--- config.mk ---
export PLATFORM = sky130hd
export DESIGN_NAME = mouse_player_ctl_flat
export DESIGN_NICKNAME = d
export VERILOG_FILES = /design/src/rtl/mouse_player_ctl_pkg.sv /design/src/rtl/mouse_player_ctl_if.sv /design/src/rtl/mouse_player_ctl_axis_slew.sv /design/src/rtl/mouse_player_ctl_delay.sv /design/src/rtl/mouse_player_ctl.sv /design/src/flat_wrapper.sv
export SDC_FILE = /design/constraint.sdc
export NUM_CORES = 1
export LEC_CHECK = 0
export CORE_MARGIN = 5
export CORE_UTILIZATION = 64
export DETAILED_ROUTE_END_ITERATION = 8
export GPL_ROUTABILITY_DRIVEN = 0
export PLACE_DENSITY = 0.95
export SETUP_SLACK_MARGIN = 0.05
export SLEW_MARGIN = 20
export SYNTH_ARGS = -nofsm -noshare
export SYNTH_HDL_FRONTEND = slang
export SYNTH_SLANG_ARGS = --single-unit
--- constraint.sdc ---
create_clock -name clk -period 13.1 [get_ports clk]
set_input_delay 1.31 -clock clk [delete_from_list [all_inputs] [get_ports clk]]
set_output_delay 1.31 -clock clk [all_outputs]
set_load 0.02 [all_outputs]
--- src/rtl/mouse_player_ctl_pkg.sv ---
// Shared types and constants for the per-player mouse conditioning block.
// Holds the FSM state encoding and helpers that derive a player's x window.
package mouse_player_ctl_pkg;

    typedef enum logic [1:0] {
        ST_DISABLED = 2'd0,
        ST_ENTER    = 2'd1,
        ST_TRACK    = 2'd2,
        ST_RETURN   = 2'd3
    } mouse_state_e;

    // Lowest legal x for a player: left player starts at the court edge,
    // right player starts just past the band around the net.
    function automatic int win_x_lo(bit player, int edge_l, int split, int gap);
        if (player) begin
            return split + gap;
        end else begin
            return edge_l;
        end
    endfunction

    // Highest legal x for a player: left player stops short of the net band,
    // right player runs to the court edge.
    function automatic int win_x_hi(bit player, int edge_r, int split, int gap);
        if (player) begin
            return edge_r;
        end else begin
            return split - gap - 1;
        end
    endfunction

endpackage

--- src/rtl/mouse_player_ctl_if.sv ---
// Bundle of the MouseCtl-side inputs and game-side outputs for one player.
// master = the side producing mouse data, slave = the conditioning block.
interface mouse_player_ctl_if #(
    parameter int WIDTH = 12
);
    logic             enable;
    logic             tick;
    logic [WIDTH-1:0] xpos_in;
    logic [WIDTH-1:0] ypos_in;
    logic             left_in;
    logic [WIDTH-1:0] xpos_out;
    logic [WIDTH-1:0] ypos_out;
    logic             left_out;
    logic             jump;
    logic [1:0]       state;

    modport master (
        output enable, tick, xpos_in, ypos_in, left_in,
        input  xpos_out, ypos_out, left_out, jump, state
    );

    modport slave (
        input  enable, tick, xpos_in, ypos_in, left_in,
        output xpos_out, ypos_out, left_out, jump, state
    );
endinterface

--- src/rtl/mouse_player_ctl_axis_slew.sv ---
// One coordinate axis: clamps the delayed raw value into [LO, HI], registers
// it as the target, and moves the output toward the selected target by at
// most MAX_STEP per tick (MAX_STEP = 0 snaps). When follow is low the target
// is the idle point and the clamp is bypassed.
module axis_slew #(
    parameter int WIDTH    = 12,
    parameter int MAX_STEP = 8,
    parameter int IDLE     = 0,
    parameter int LO       = 0,
    parameter int HI       = 4095
) (
    input  logic             clk,
    input  logic             rst,
    input  logic             tick,
    input  logic             follow,
    input  logic [WIDTH-1:0] raw,
    output logic [WIDTH-1:0] pos,
    output logic             reach
);

    localparam logic [WIDTH-1:0]        LO_V   = WIDTH'(LO);
    localparam logic [WIDTH-1:0]        HI_V   = WIDTH'(HI);
    localparam logic [WIDTH-1:0]        IDLE_V = WIDTH'(IDLE);
    localparam logic [WIDTH-1:0]        STEP_V = WIDTH'(MAX_STEP);
    localparam logic signed [WIDTH+1:0] LO_S   = (WIDTH+2)'(LO);
    localparam logic signed [WIDTH+1:0] HI_S   = (WIDTH+2)'(HI);
    localparam logic signed [WIDTH:0]   STEP_S = (WIDTH+1)'(MAX_STEP);
    localparam bit                      SNAP   = (MAX_STEP == 0);

    logic [WIDTH-1:0]        tgt_r;
    logic [WIDTH-1:0]        pos_r;
    logic [WIDTH-1:0]        clamped_s;
    logic [WIDTH-1:0]        sel_s;
    logic [WIDTH-1:0]        step_s;
    logic [WIDTH-1:0]        pos_next_s;
    logic signed [WIDTH+1:0] raw_s;
    logic signed [WIDTH:0]   diff_s;
    logic signed [WIDTH:0]   mag_s;

    // Saturate the raw coordinate into the player's window (signed compare avoids unsigned-zero corner cases).
    always_comb begin
        raw_s = $signed({2'b00, raw});
        if (raw_s < LO_S) begin
            clamped_s = LO_V;
        end else if (raw_s > HI_S) begin
            clamped_s = HI_V;
        end else begin
            clamped_s = raw;
        end
    end

    // Pick the target and compute the bounded step; the output only moves on tick.
    always_comb begin
        sel_s  = follow ? tgt_r : IDLE_V;
        diff_s = $signed({1'b0, sel_s}) - $signed({1'b0, pos_r});
        mag_s  = diff_s[WIDTH] ? -diff_s : diff_s;
        if (SNAP || (mag_s <= STEP_S)) begin
            step_s = sel_s;
        end else if (diff_s[WIDTH]) begin
            step_s = pos_r - STEP_V;
        end else begin
            step_s = pos_r + STEP_V;
        end
        if (tick) begin
            pos_next_s = step_s;
        end else begin
            pos_next_s = pos_r;
        end
    end

    // Target and position registers; position rests at the idle point after reset.
    always_ff @(posedge clk or negedge rst) begin
        if (!rst) begin
            tgt_r <= LO_V;
            pos_r <= IDLE_V;
        end else begin
            tgt_r <= clamped_s;
            pos_r <= pos_next_s;
        end
    end

    assign pos   = pos_r;
    assign reach = (pos_next_s == sel_s);

endmodule

--- src/rtl/mouse_player_ctl_delay.sv ---
// Generic fixed-latency delay line: CLK_DEL register stages, or a plain
// wire when CLK_DEL is zero. All stages clear on reset.
module delay #(
    parameter int WIDTH   = 8,
    parameter int CLK_DEL = 1
) (
    input  logic             clk,
    input  logic             rst,
    input  logic [WIDTH-1:0] din,
    output logic [WIDTH-1:0] dout
);

    if (CLK_DEL == 0) begin : g_pass
        logic unused_s;
        assign unused_s = clk ^ rst;
        assign dout     = din;
    end else begin : g_pipe
        logic [WIDTH-1:0] stage_r [CLK_DEL];

        // Shift the input through CLK_DEL register stages.
        always_ff @(posedge clk or negedge rst) begin
            if (!rst) begin
                for (int i = 0; i < CLK_DEL; i++) begin
                    stage_r[i] <= '0;
                end
            end else begin
                stage_r[0] <= din;
                for (int i = 1; i < CLK_DEL; i++) begin
                    stage_r[i] <= stage_r[i-1];
                end
            end
        end

        assign dout = stage_r[CLK_DEL-1];
    end

endmodule

--- src/rtl/mouse_player_ctl.sv ---
// Per-player mouse conditioning: delays raw MouseCtl data, clamps and
// slew-limits the position per axis, parks the blob at an idle point when the
// mouse is disabled, and turns left clicks into single-cycle jump pulses with
// a holdoff window. The FSM decides whether the axes chase the mouse or idle.
module mouse_player_ctl
    import mouse_player_ctl_pkg::*;
#(
    parameter bit PLAYER   = 1'b0,
    parameter int WIDTH    = 12,
    parameter int DELAY    = 2,
    parameter int X_EDGE_L = 0,
    parameter int X_EDGE_R = 1023,
    parameter int X_SPLIT  = 512,
    parameter int NET_GAP  = 16,
    parameter int Y_MIN    = 0,
    parameter int Y_MAX    = 679,
    parameter int IDLE_X   = 50,
    parameter int IDLE_Y   = 679,
    parameter int MAX_STEP = 8,
    parameter int HOLDOFF  = 32
) (
    input  logic                clk,
    input  logic                rst,
    mouse_player_ctl_if.slave   bus
);

    localparam int              CNT_W    = $clog2(HOLDOFF + 2);
    localparam logic [CNT_W-1:0] CNT_INIT = CNT_W'(HOLDOFF);

    logic [2*WIDTH:0] pipe_in_s;
    logic [2*WIDTH:0] pipe_out_s;
    logic             left_d_s;
    logic [WIDTH-1:0] x_d_s;
    logic [WIDTH-1:0] y_d_s;
    logic [WIDTH-1:0] x_pos_s;
    logic [WIDTH-1:0] y_pos_s;
    logic             x_reach_s;
    logic             y_reach_s;

    mouse_state_e     state_r;
    mouse_state_e     state_next_s;
    logic             left_prev_r;
    logic             left_out_r;
    logic             jump_r;
    logic [CNT_W-1:0] cnt_r;
    logic             fire_s;

    assign pipe_in_s = {bus.left_in, bus.xpos_in, bus.ypos_in};

    delay #(
        .WIDTH   (2*WIDTH+1),
        .CLK_DEL (DELAY)
    ) u_delay (
        .clk  (clk),
        .rst  (rst),
        .din  (pipe_in_s),
        .dout (pipe_out_s)
    );

    assign left_d_s = pipe_out_s[2*WIDTH];
    assign x_d_s    = pipe_out_s[2*WIDTH-1:WIDTH];
    assign y_d_s    = pipe_out_s[WIDTH-1:0];

    axis_slew #(
        .WIDTH    (WIDTH),
        .MAX_STEP (MAX_STEP),
        .IDLE     (IDLE_X),
        .LO       (win_x_lo(PLAYER, X_EDGE_L, X_SPLIT, NET_GAP)),
        .HI       (win_x_hi(PLAYER, X_EDGE_R, X_SPLIT, NET_GAP))
    ) u_x (
        .clk    (clk),
        .rst    (rst),
        .tick   (bus.tick),
        .follow (bus.enable),
        .raw    (x_d_s),
        .pos    (x_pos_s),
        .reach  (x_reach_s)
    );

    axis_slew #(
        .WIDTH    (WIDTH),
        .MAX_STEP (MAX_STEP),
        .IDLE     (IDLE_Y),
        .LO       (Y_MIN),
        .HI       (Y_MAX)
    ) u_y (
        .clk    (clk),
        .rst    (rst),
        .tick   (bus.tick),
        .follow (bus.enable),
        .raw    (y_d_s),
        .pos    (y_pos_s),
        .reach  (y_reach_s)
    );

    // Next-state logic. Target selection follows enable directly, so any
    // enable change on a tick already steers that tick's slew.
    always_comb begin
        state_next_s = state_r;
        case (state_r)
            ST_DISABLED: begin
                if (bus.enable) begin
                    state_next_s = ST_ENTER;
                end else begin
                    state_next_s = ST_DISABLED;
                end
            end
            ST_ENTER: begin
                if (!bus.enable) begin
                    state_next_s = ST_RETURN;
                end else if (bus.tick && x_reach_s && y_reach_s) begin
                    state_next_s = ST_TRACK;
                end else begin
                    state_next_s = ST_ENTER;
                end
            end
            ST_TRACK: begin
                if (!bus.enable) begin
                    state_next_s = ST_RETURN;
                end else begin
                    state_next_s = ST_TRACK;
                end
            end
            ST_RETURN: begin
                if (bus.enable) begin
                    state_next_s = ST_ENTER;
                end else if (x_reach_s && y_reach_s) begin
                    state_next_s = ST_DISABLED;
                end else begin
                    state_next_s = ST_RETURN;
                end
            end
            default: begin
                state_next_s = ST_DISABLED;
            end
        endcase
    end

    // FSM state register.
    always_ff @(posedge clk or negedge rst) begin
        if (!rst) begin
            state_r <= ST_DISABLED;
        end else begin
            state_r <= state_next_s;
        end
    end

    // A click only fires when tracking and outside the holdoff window; others are dropped.
    assign fire_s = left_d_s && !left_prev_r && (state_r == ST_TRACK) && (cnt_r == '0);

    // Edge detect, gated button level, jump pulse and holdoff counter.
    always_ff @(posedge clk or negedge rst) begin
        if (!rst) begin
            left_prev_r <= 1'b0;
            left_out_r  <= 1'b0;
            jump_r      <= 1'b0;
            cnt_r       <= '0;
        end else begin
            left_prev_r <= left_d_s;
            left_out_r  <= left_d_s && (state_r == ST_TRACK);
            jump_r      <= fire_s;
            if (fire_s) begin
                cnt_r <= CNT_INIT;
            end else if (cnt_r != '0) begin
                cnt_r <= cnt_r - CNT_W'(1);
            end else begin
                cnt_r <= '0;
            end
        end
    end

    assign bus.xpos_out = x_pos_s;
    assign bus.ypos_out = y_pos_s;
    assign bus.left_out = left_out_r;
    assign bus.jump     = jump_r;
    assign bus.state    = state_r;

endmodule

--- src/flat_wrapper.sv ---
// flat-port wrapper written by rule: the top's interface ports become plain ports
module mouse_player_ctl_flat import mouse_player_ctl_pkg::*;
#(
    parameter bit PLAYER   = 1'b0,
    parameter int WIDTH    = 12,
    parameter int DELAY    = 2,
    parameter int X_EDGE_L = 0,
    parameter int X_EDGE_R = 1023,
    parameter int X_SPLIT  = 512,
    parameter int NET_GAP  = 16,
    parameter int Y_MIN    = 0,
    parameter int Y_MAX    = 679,
    parameter int IDLE_X   = 50,
    parameter int IDLE_Y   = 679,
    parameter int MAX_STEP = 8,
    parameter int HOLDOFF  = 32
)
  (clk, rst, bus_enable, bus_tick, bus_xpos_in, bus_ypos_in, bus_left_in, bus_xpos_out, bus_ypos_out, bus_left_out, bus_jump, bus_state);
  mouse_player_ctl_if #(.WIDTH(WIDTH)) bus_i ();
  input  logic clk;
  input  logic rst;
  input wire logic [$bits(bus_i.enable)-1:0] bus_enable;
  input wire logic [$bits(bus_i.tick)-1:0] bus_tick;
  input wire logic [$bits(bus_i.xpos_in)-1:0] bus_xpos_in;
  input wire logic [$bits(bus_i.ypos_in)-1:0] bus_ypos_in;
  input wire logic [$bits(bus_i.left_in)-1:0] bus_left_in;
  output wire logic [$bits(bus_i.xpos_out)-1:0] bus_xpos_out;
  output wire logic [$bits(bus_i.ypos_out)-1:0] bus_ypos_out;
  output wire logic [$bits(bus_i.left_out)-1:0] bus_left_out;
  output wire logic [$bits(bus_i.jump)-1:0] bus_jump;
  output wire logic [$bits(bus_i.state)-1:0] bus_state;
  assign bus_i.enable = bus_enable;
  assign bus_i.tick = bus_tick;
  assign bus_i.xpos_in = bus_xpos_in;
  assign bus_i.ypos_in = bus_ypos_in;
  assign bus_i.left_in = bus_left_in;
  assign bus_xpos_out = bus_i.xpos_out;
  assign bus_ypos_out = bus_i.ypos_out;
  assign bus_left_out = bus_i.left_out;
  assign bus_jump = bus_i.jump;
  assign bus_state = bus_i.state;
  mouse_player_ctl #(.PLAYER(PLAYER), .WIDTH(WIDTH), .DELAY(DELAY), .X_EDGE_L(X_EDGE_L), .X_EDGE_R(X_EDGE_R), .X_SPLIT(X_SPLIT), .NET_GAP(NET_GAP), .Y_MIN(Y_MIN), .Y_MAX(Y_MAX), .IDLE_X(IDLE_X), .IDLE_Y(IDLE_Y), .MAX_STEP(MAX_STEP), .HOLDOFF(HOLDOFF)) u_core (.clk(clk), .rst(rst), .bus(bus_i));
endmodule
Word level (Yosys, flattened, before mapping)
Index checks and enable logic that the tools add are counted.
- input port bits: 29
- bits in registers: 109
- output and inout port bits: 28
- logic and storage cells: 61
- mux-type cells: 21
- reduce and logical (&&, ||, !) cells: 11
- $add $sub $neg: 9
- order comparisons: 4
- equal/unequal tests: 5
- operators with widths (operator ; number):
    12-bit 2-to-1 mux ; 10
    13-bit by 5-bit less-or-equal comparator with 1-bit output, second input constant ; 2
    13-bit 2-to-1 mux ; 2
    13-bit negator ; 2
    12-bit by 12-bit subtractor with 13-bit output ; 2
    12-bit by 4-bit adder with 12-bit output, second input constant ; 2
    12-bit == test ; 2
    12-bit by 4-bit subtractor with 12-bit output, second input constant ; 2
    12-bit by 10-bit greater-than comparator with 1-bit output, second input constant ; 1
    12-bit by 9-bit greater-than comparator with 1-bit output, second input constant ; 1
    6-bit 2-to-1 mux ; 2
    2-bit 2-to-1 mux ; 4
    2-bit case mux with 4 select lines ; 1
    1-bit logical AND ; 7
    6-bit zero test ; 1
    6-bit nonzero test ; 1
    6-bit by 1-bit subtractor with 6-bit output, second input constant ; 1
    2-bit == test, second input constant ; 2
    2-bit by 1-bit == test with 1-bit output, second input constant ; 1
    2-bit zero test ; 1
    1-bit 2-to-1 mux ; 2
    1-bit zero test ; 1

Longest topological paths before layout
- depth after elaboration: 13
- gate-level depth with buffers: 26

Modules after synthesis
From an unflattened synthesis, not the netlist that was laid out.
- cells, all modules: 809
- area, all modules: 7652.3 um2
- modules (own cells, without submodules) (module ; cells each ; seq. area each (um2) ; area each (um2) ; instances):
    axis_slew at u_core.u_x ; 346 ; 604.3 ; 2954.1 ; 1
    axis_slew at u_core.u_y ; 339 ; 608.1 ; 2737.6 ; 1
    delay ; 75 ; 1251.2 ; 1438.9 ; 1
    mouse_player_ctl ; 49 ; 275.3 ; 521.8 ; 1

Worst setup path before layout
OpenSTA, ideal clock, no wires.
- kind: input port to flip-flop
- start: in bus_enable
- end: reg u_core.state_r[1], in the netlist u_core.bus.state[1]
- data arrival time: 6.142 ns
- required time: 13.018 ns
- library setup time: 0.082 ns
- path slack: 6.876 ns
- stages: 25
- cell sequence: buf_6 > clkbuf_1 > clkbuf_1 > and2_1 > clkbuf_1 > ha_1 > clkbuf_1 > a21oi_1 > o21ai_0 > a21oi_1 > clkbuf_1 > ha_1 > a21o_1 > a21oi_1 > nor2b_1 > o21a_1 > o21ai_0 > xnor2_1 > xor2_1 > and4_1 > o31ai_1 > a21oi_2 > o211ai_1 > o22ai_1 > a31oi_1
- word-level cells in the longest chain between the ends: 13
- elaborated cells on any way between the ends: 26
- those cells by class: 4 x add/sub; 2 x order compare; 2 x eq/ne; 15 x mux; 3 x reduce/logical
- RTL lines (what ; line ; source):
    from (decl) ; flat_wrapper.sv:22 ; input wire logic [$bits(bus_i.enable)-1:0] bus_enable;
    12-bit 2-to-1 mux ; mouse_player_ctl_axis_slew.sv:54 ; sel_s = follow ? tgt_r : IDLE_V;
    12-bit by 12-bit subtractor with 13-bit output ; mouse_player_ctl_axis_slew.sv:55 ; diff_s = $signed({1'b0, sel_s}) - $signed({1'b0, pos_r});
    13-bit negator ; mouse_player_ctl_axis_slew.sv:56 ; mag_s = diff_s[WIDTH] ? -diff_s : diff_s;
    13-bit 2-to-1 mux ; mouse_player_ctl_axis_slew.sv:56 ;
    13-bit by 5-bit less-or-equal comparator with 1-bit output ; mouse_player_ctl_axis_slew.sv:57 ; if (SNAP || (mag_s <= STEP_S)) begin
    12-bit 2-to-1 mux ; mouse_player_ctl_axis_slew.sv:57 ;
    12-bit 2-to-1 mux ; mouse_player_ctl_axis_slew.sv:64 ; if (tick) begin
    12-bit == test ; mouse_player_ctl_axis_slew.sv:83 ; assign reach = (pos_next_s == sel_s);
    1-bit logical AND (2 in a row) ; mouse_player_ctl.sv:111 ; end else if (bus.tick && x_reach_s && y_reach_s) begin
    2-bit 2-to-1 mux ; mouse_player_ctl.sv:111 ;
    2-bit 2-to-1 mux ; mouse_player_ctl.sv:109 ; if (!bus.enable) begin
    2-bit case mux with 4 select lines * ; mouse_player_ctl.sv:100 ; case (state_r)
    net u_core.state_next_s[1] ; mouse_player_ctl.sv:41 ; mouse_state_e state_next_s;
    to (signal assigned) ; mouse_player_ctl.sv:144 ; state_r <= state_next_s;
    to (decl) ; mouse_player_ctl.sv:40 ; mouse_state_e state_r;
Mark *: on every way through the listed nets, which the timed path passes. The rest lies on a longest branch.

Worst setup path in the final report
Ends and elaborated chain as after synthesis.

==> metrics.txt <==
critical path class=in2reg; metal3 WL=1790 um; Setup Buffers After CTS=0; worst setup path end=u_core.bus.state[1]$_DFF_PN0_; top post-synthesis cells by area=dfrtp_1, ha_1, xnor2_1; H-tree Lvls=3; total gr overflow=0; Seq. cell area=between 2000 and 3000 um^2; CP Launch Type=primary input; async set or reset register ratio after synthesis=100%; max_slew headroom=37.3%; Skew-Pair Late Insertion Delay=between 0.3 and 0.4 ns; Synth-to-Final Area Change=13.6%; Max Fclk=143 MHz; number of synthesized flops with an enable pin=0; clk slew on worst S/H paths=about 0.07 ns; Arrival @ worst endpoint=between 7 and 8 ns; syn avg cell area=between 9 and 10 um^2; drc violations=0; setup violators final=0; Final Total Pwr=between 2 and 2.5 mW; largest net degree at the start of global routing=65; Hold Buf Count CTS=0; first-pass GRT wire length=about 32000 um; Core ar.=roughly 11000 um^2; status=complete, no violations; Worst-Margin Slew=0.937 ns; CP required=between 10 and 15 ns; Max VDD drop=~0.00014 V; Final period util=between 50% and 60%; Worst path slowest cell=fa_1; DIE WIDTH=between 100 and 150 um; critical path launch point=bus_enable; drt via density=between 6 and 7; unrepaired setup endpoints after global routing=no; share of cells above drive strength 1=under 10%; post-synth top area cell=dfrtp_1; full die area=around 13000 um^2; Filler cells=~700; Initial Util=between 60% and 70%; I/O Buffers=56; Synth cell types=slightly above 80; crit path time final=6.99 ns; Final Max Slew Viols=0; CP most frequent cell=xnor2_1; Pwr Density=approximately 270 nW/um^2; post-CTS resize count=0; #FFs+latches synth=roughly 110; sequential share of the synthesized area=around two fifths; initial antenna violation count=0; DP HPWL=roughly 13000 um; slack of the worst reg-to-reg path=about 7.6 ns; post-synth top area share=between 30% and 40%; WL per Instance=~19 um; Reg-to-Reg Start=u_core.u_y.tgt_r[0]$_DFF_PN0_; reg2reg end=u_core.bus.state[1]$_DFF_PN0_; DR pass1 iterations=6; Reg2Reg Depth=23; DR vias=around 6500; Synth Instances=between 700 and 800; worst slack, placed=about 6.1 ns; Leak Pwr=about 3.5 nW; clk sink count=roughly 110; die height=around 120 um; MaxCap Viol Count=0; clock skew=0.0114 ns; top cells by instance count after synthesis=dfrtp_1, nor2_1, inv_1; Post-DRT Antenna Nets=0; final worst slack=between 6 and 7 ns; CP Buf/Inv Count=3; Post-Syn Area=roughly 7200 um^2; top_reg_cell synth=dfrtp_1; Final Hold Vio Count=0; root buffer cell=clkbuf_16; Crit path largest cell delay=just under 0.5 ns; GRT Total Usage=just under 30%; n_diodes=0; Rows=38; multi-input logic area=4150 um^2; DRT met1 WL=approximately 7300 um; critical path peak fanout=36; top layer in use=met4; Met2 Routed Length=8840 um; vias in the first global route=roughly 6600; CP Depth=25; total routed wirelength=18800 um; # IOs=57; number of buffers created by CTS=9; CP top delay family=compound AO/OA/AOI/OAI gates; Crit. End Element=flip-flop; CTS tree=yes; Layout Nets=slightly above 900; clock tree buffer depth=2; warning count from the yosys run=0; DR iter-0 viols=between 1000 and 1500; Final TNS setup=0 ns; most common cell in the netlist=dfrtp_1; worst min path class=reg2reg
## logic make-up (layout without fill, tap and decap cells)
kind of cell	after synthesis	in the layout	share of synthesized area [%]
flops	109	109	38.1
other cells	1	5	0.0522
compound gates	219	219	21.1
mux	7	7	1.03
fa+ha+maj	41	41	7.56
buf+inv	79	133	4.35
xor+xnor	68	68	8.39
simple gates	263	263	19.4
## final cells by class
type	count	share of cell area [%]
flip-flops and latches	109	33.6
repair buffers	61	7.30
well taps	140	2.15
clock inverters	5	0.475
multi-input cells	603	50.9
clock buffers	11	3.10
inverters	56	2.58
## worst register-to-register path, stage by stage (launching register included)
cell,delay [ns]
dfrtp_1,0.36
nor2b_1,0.08
ha_1,0.22
fa_1,0.40
nand2b_1,0.19
a21oi_1,0.36
nor2_1,0.17
o21a_1,0.25
o21ai_1,0.25
inv_2,0.20
fa_1,0.50
a211oi_1,0.25
o21bai_1,0.16
nand2_1,0.12
a21oi_1,0.09
xnor2_1,0.15
xnor2_1,0.29
xnor2_1,0.13
a221o_1,0.32
a31oi_1,0.25
nor2_1,0.07
a2bb2oi_1,0.31
o22ai_1,0.15
a31oi_1,0.20
## routing by layer
layer	vias to the layer above	global-route usage (%)
li1	2948	-
met1	3053	38.3
met2	431	48.1
met3	105	5.01
met4	0	13.5
met5	-	0
## cell usage in the layout, fill, tap and decap left out, types with 11 or more instances in the layout
cell type        synthesis  layout
a21o_1                  14      14
a21oi_1                 47      47
and3_1                  11      11
clkdlybuf4s50_1          0      55
dfrtp_1                100     100
ha_1                    37      37
inv_1                   54      54
nand2_1                 45      45
nand2b_1                26      26
nand3_1                 16      16
nor2_1                  65      65
nor3_1                  21      21
nor4_1                  11      11
o211ai_1                13      13
o21ai_0                 39      39
xnor2_1                 51      51
xor2_1                  16      16
## how the worst min path moves through the flow
stage / startpoint / endpoint / slack (ns) / cells after the start
floorplan: u_core.u_delay.g_pipe.stage_r[25]$_DFF_PN0_ / u_core.u_delay.dout[0]$_DFF_PN0_ / 0.33 / 0
global route: u_core.u_delay.g_pipe.stage_r[43]$_DFF_PN0_ / u_core.u_delay.dout[18]$_DFF_PN0_ / 0.36 / 0
detailed placement: u_core.u_delay.g_pipe.stage_r[42]$_DFF_PN0_ / u_core.u_delay.dout[17]$_DFF_PN0_ / 0.33 / 0
finish: u_core.u_delay.g_pipe.stage_r[26]$_DFF_PN0_ / u_core.u_delay.dout[1]$_DFF_PN0_ / 0.34 / 0
global placement: u_core.u_delay.g_pipe.stage_r[46]$_DFF_PN0_ / u_core.u_delay.dout[21]$_DFF_PN0_ / 0.33 / 0
CTS: u_core.u_delay.g_pipe.stage_r[26]$_DFF_PN0_ / u_core.u_delay.dout[1]$_DFF_PN0_ / 0.35 / 0
## registers in the layout, indices dropped and copies added (netlist names)
signal and cells:
u_core.bus.left_out 1, u_core.u_y.tgt_r 12, u_core.u_x.tgt_r 12, u_core.u_delay.dout 25, u_core.u_x.pos 12, u_core.bus.state 2
u_core.cnt_r 6, u_core.u_y.pos 12, u_core.left_prev_r 1, u_core.bus.jump 1, u_core.u_delay.g_pipe.stage_r 25
## stage by stage
step                      instances  hold WS, ns  instance area (um^2)  util, %
after floorplan                 791        0.331                  7200        -
after global placement          969        0.332                  7870     72.0
after detailed placement        969        0.335                  7870     72.0
after CTS                       985        0.350                  8160     74.6
after global routing            985        0.357                  8160     74.6
final                           985        0.345                  8160     74.6
## power breakdown
part / switching (mW) / internal [mW]
clock network: 0.125 / 0.141
logic: 0.864 / 0.598
registers: 0.0750 / 0.400
total: 1.06 / 1.14
Note: power is estimated with default switching activity, not from simulation.
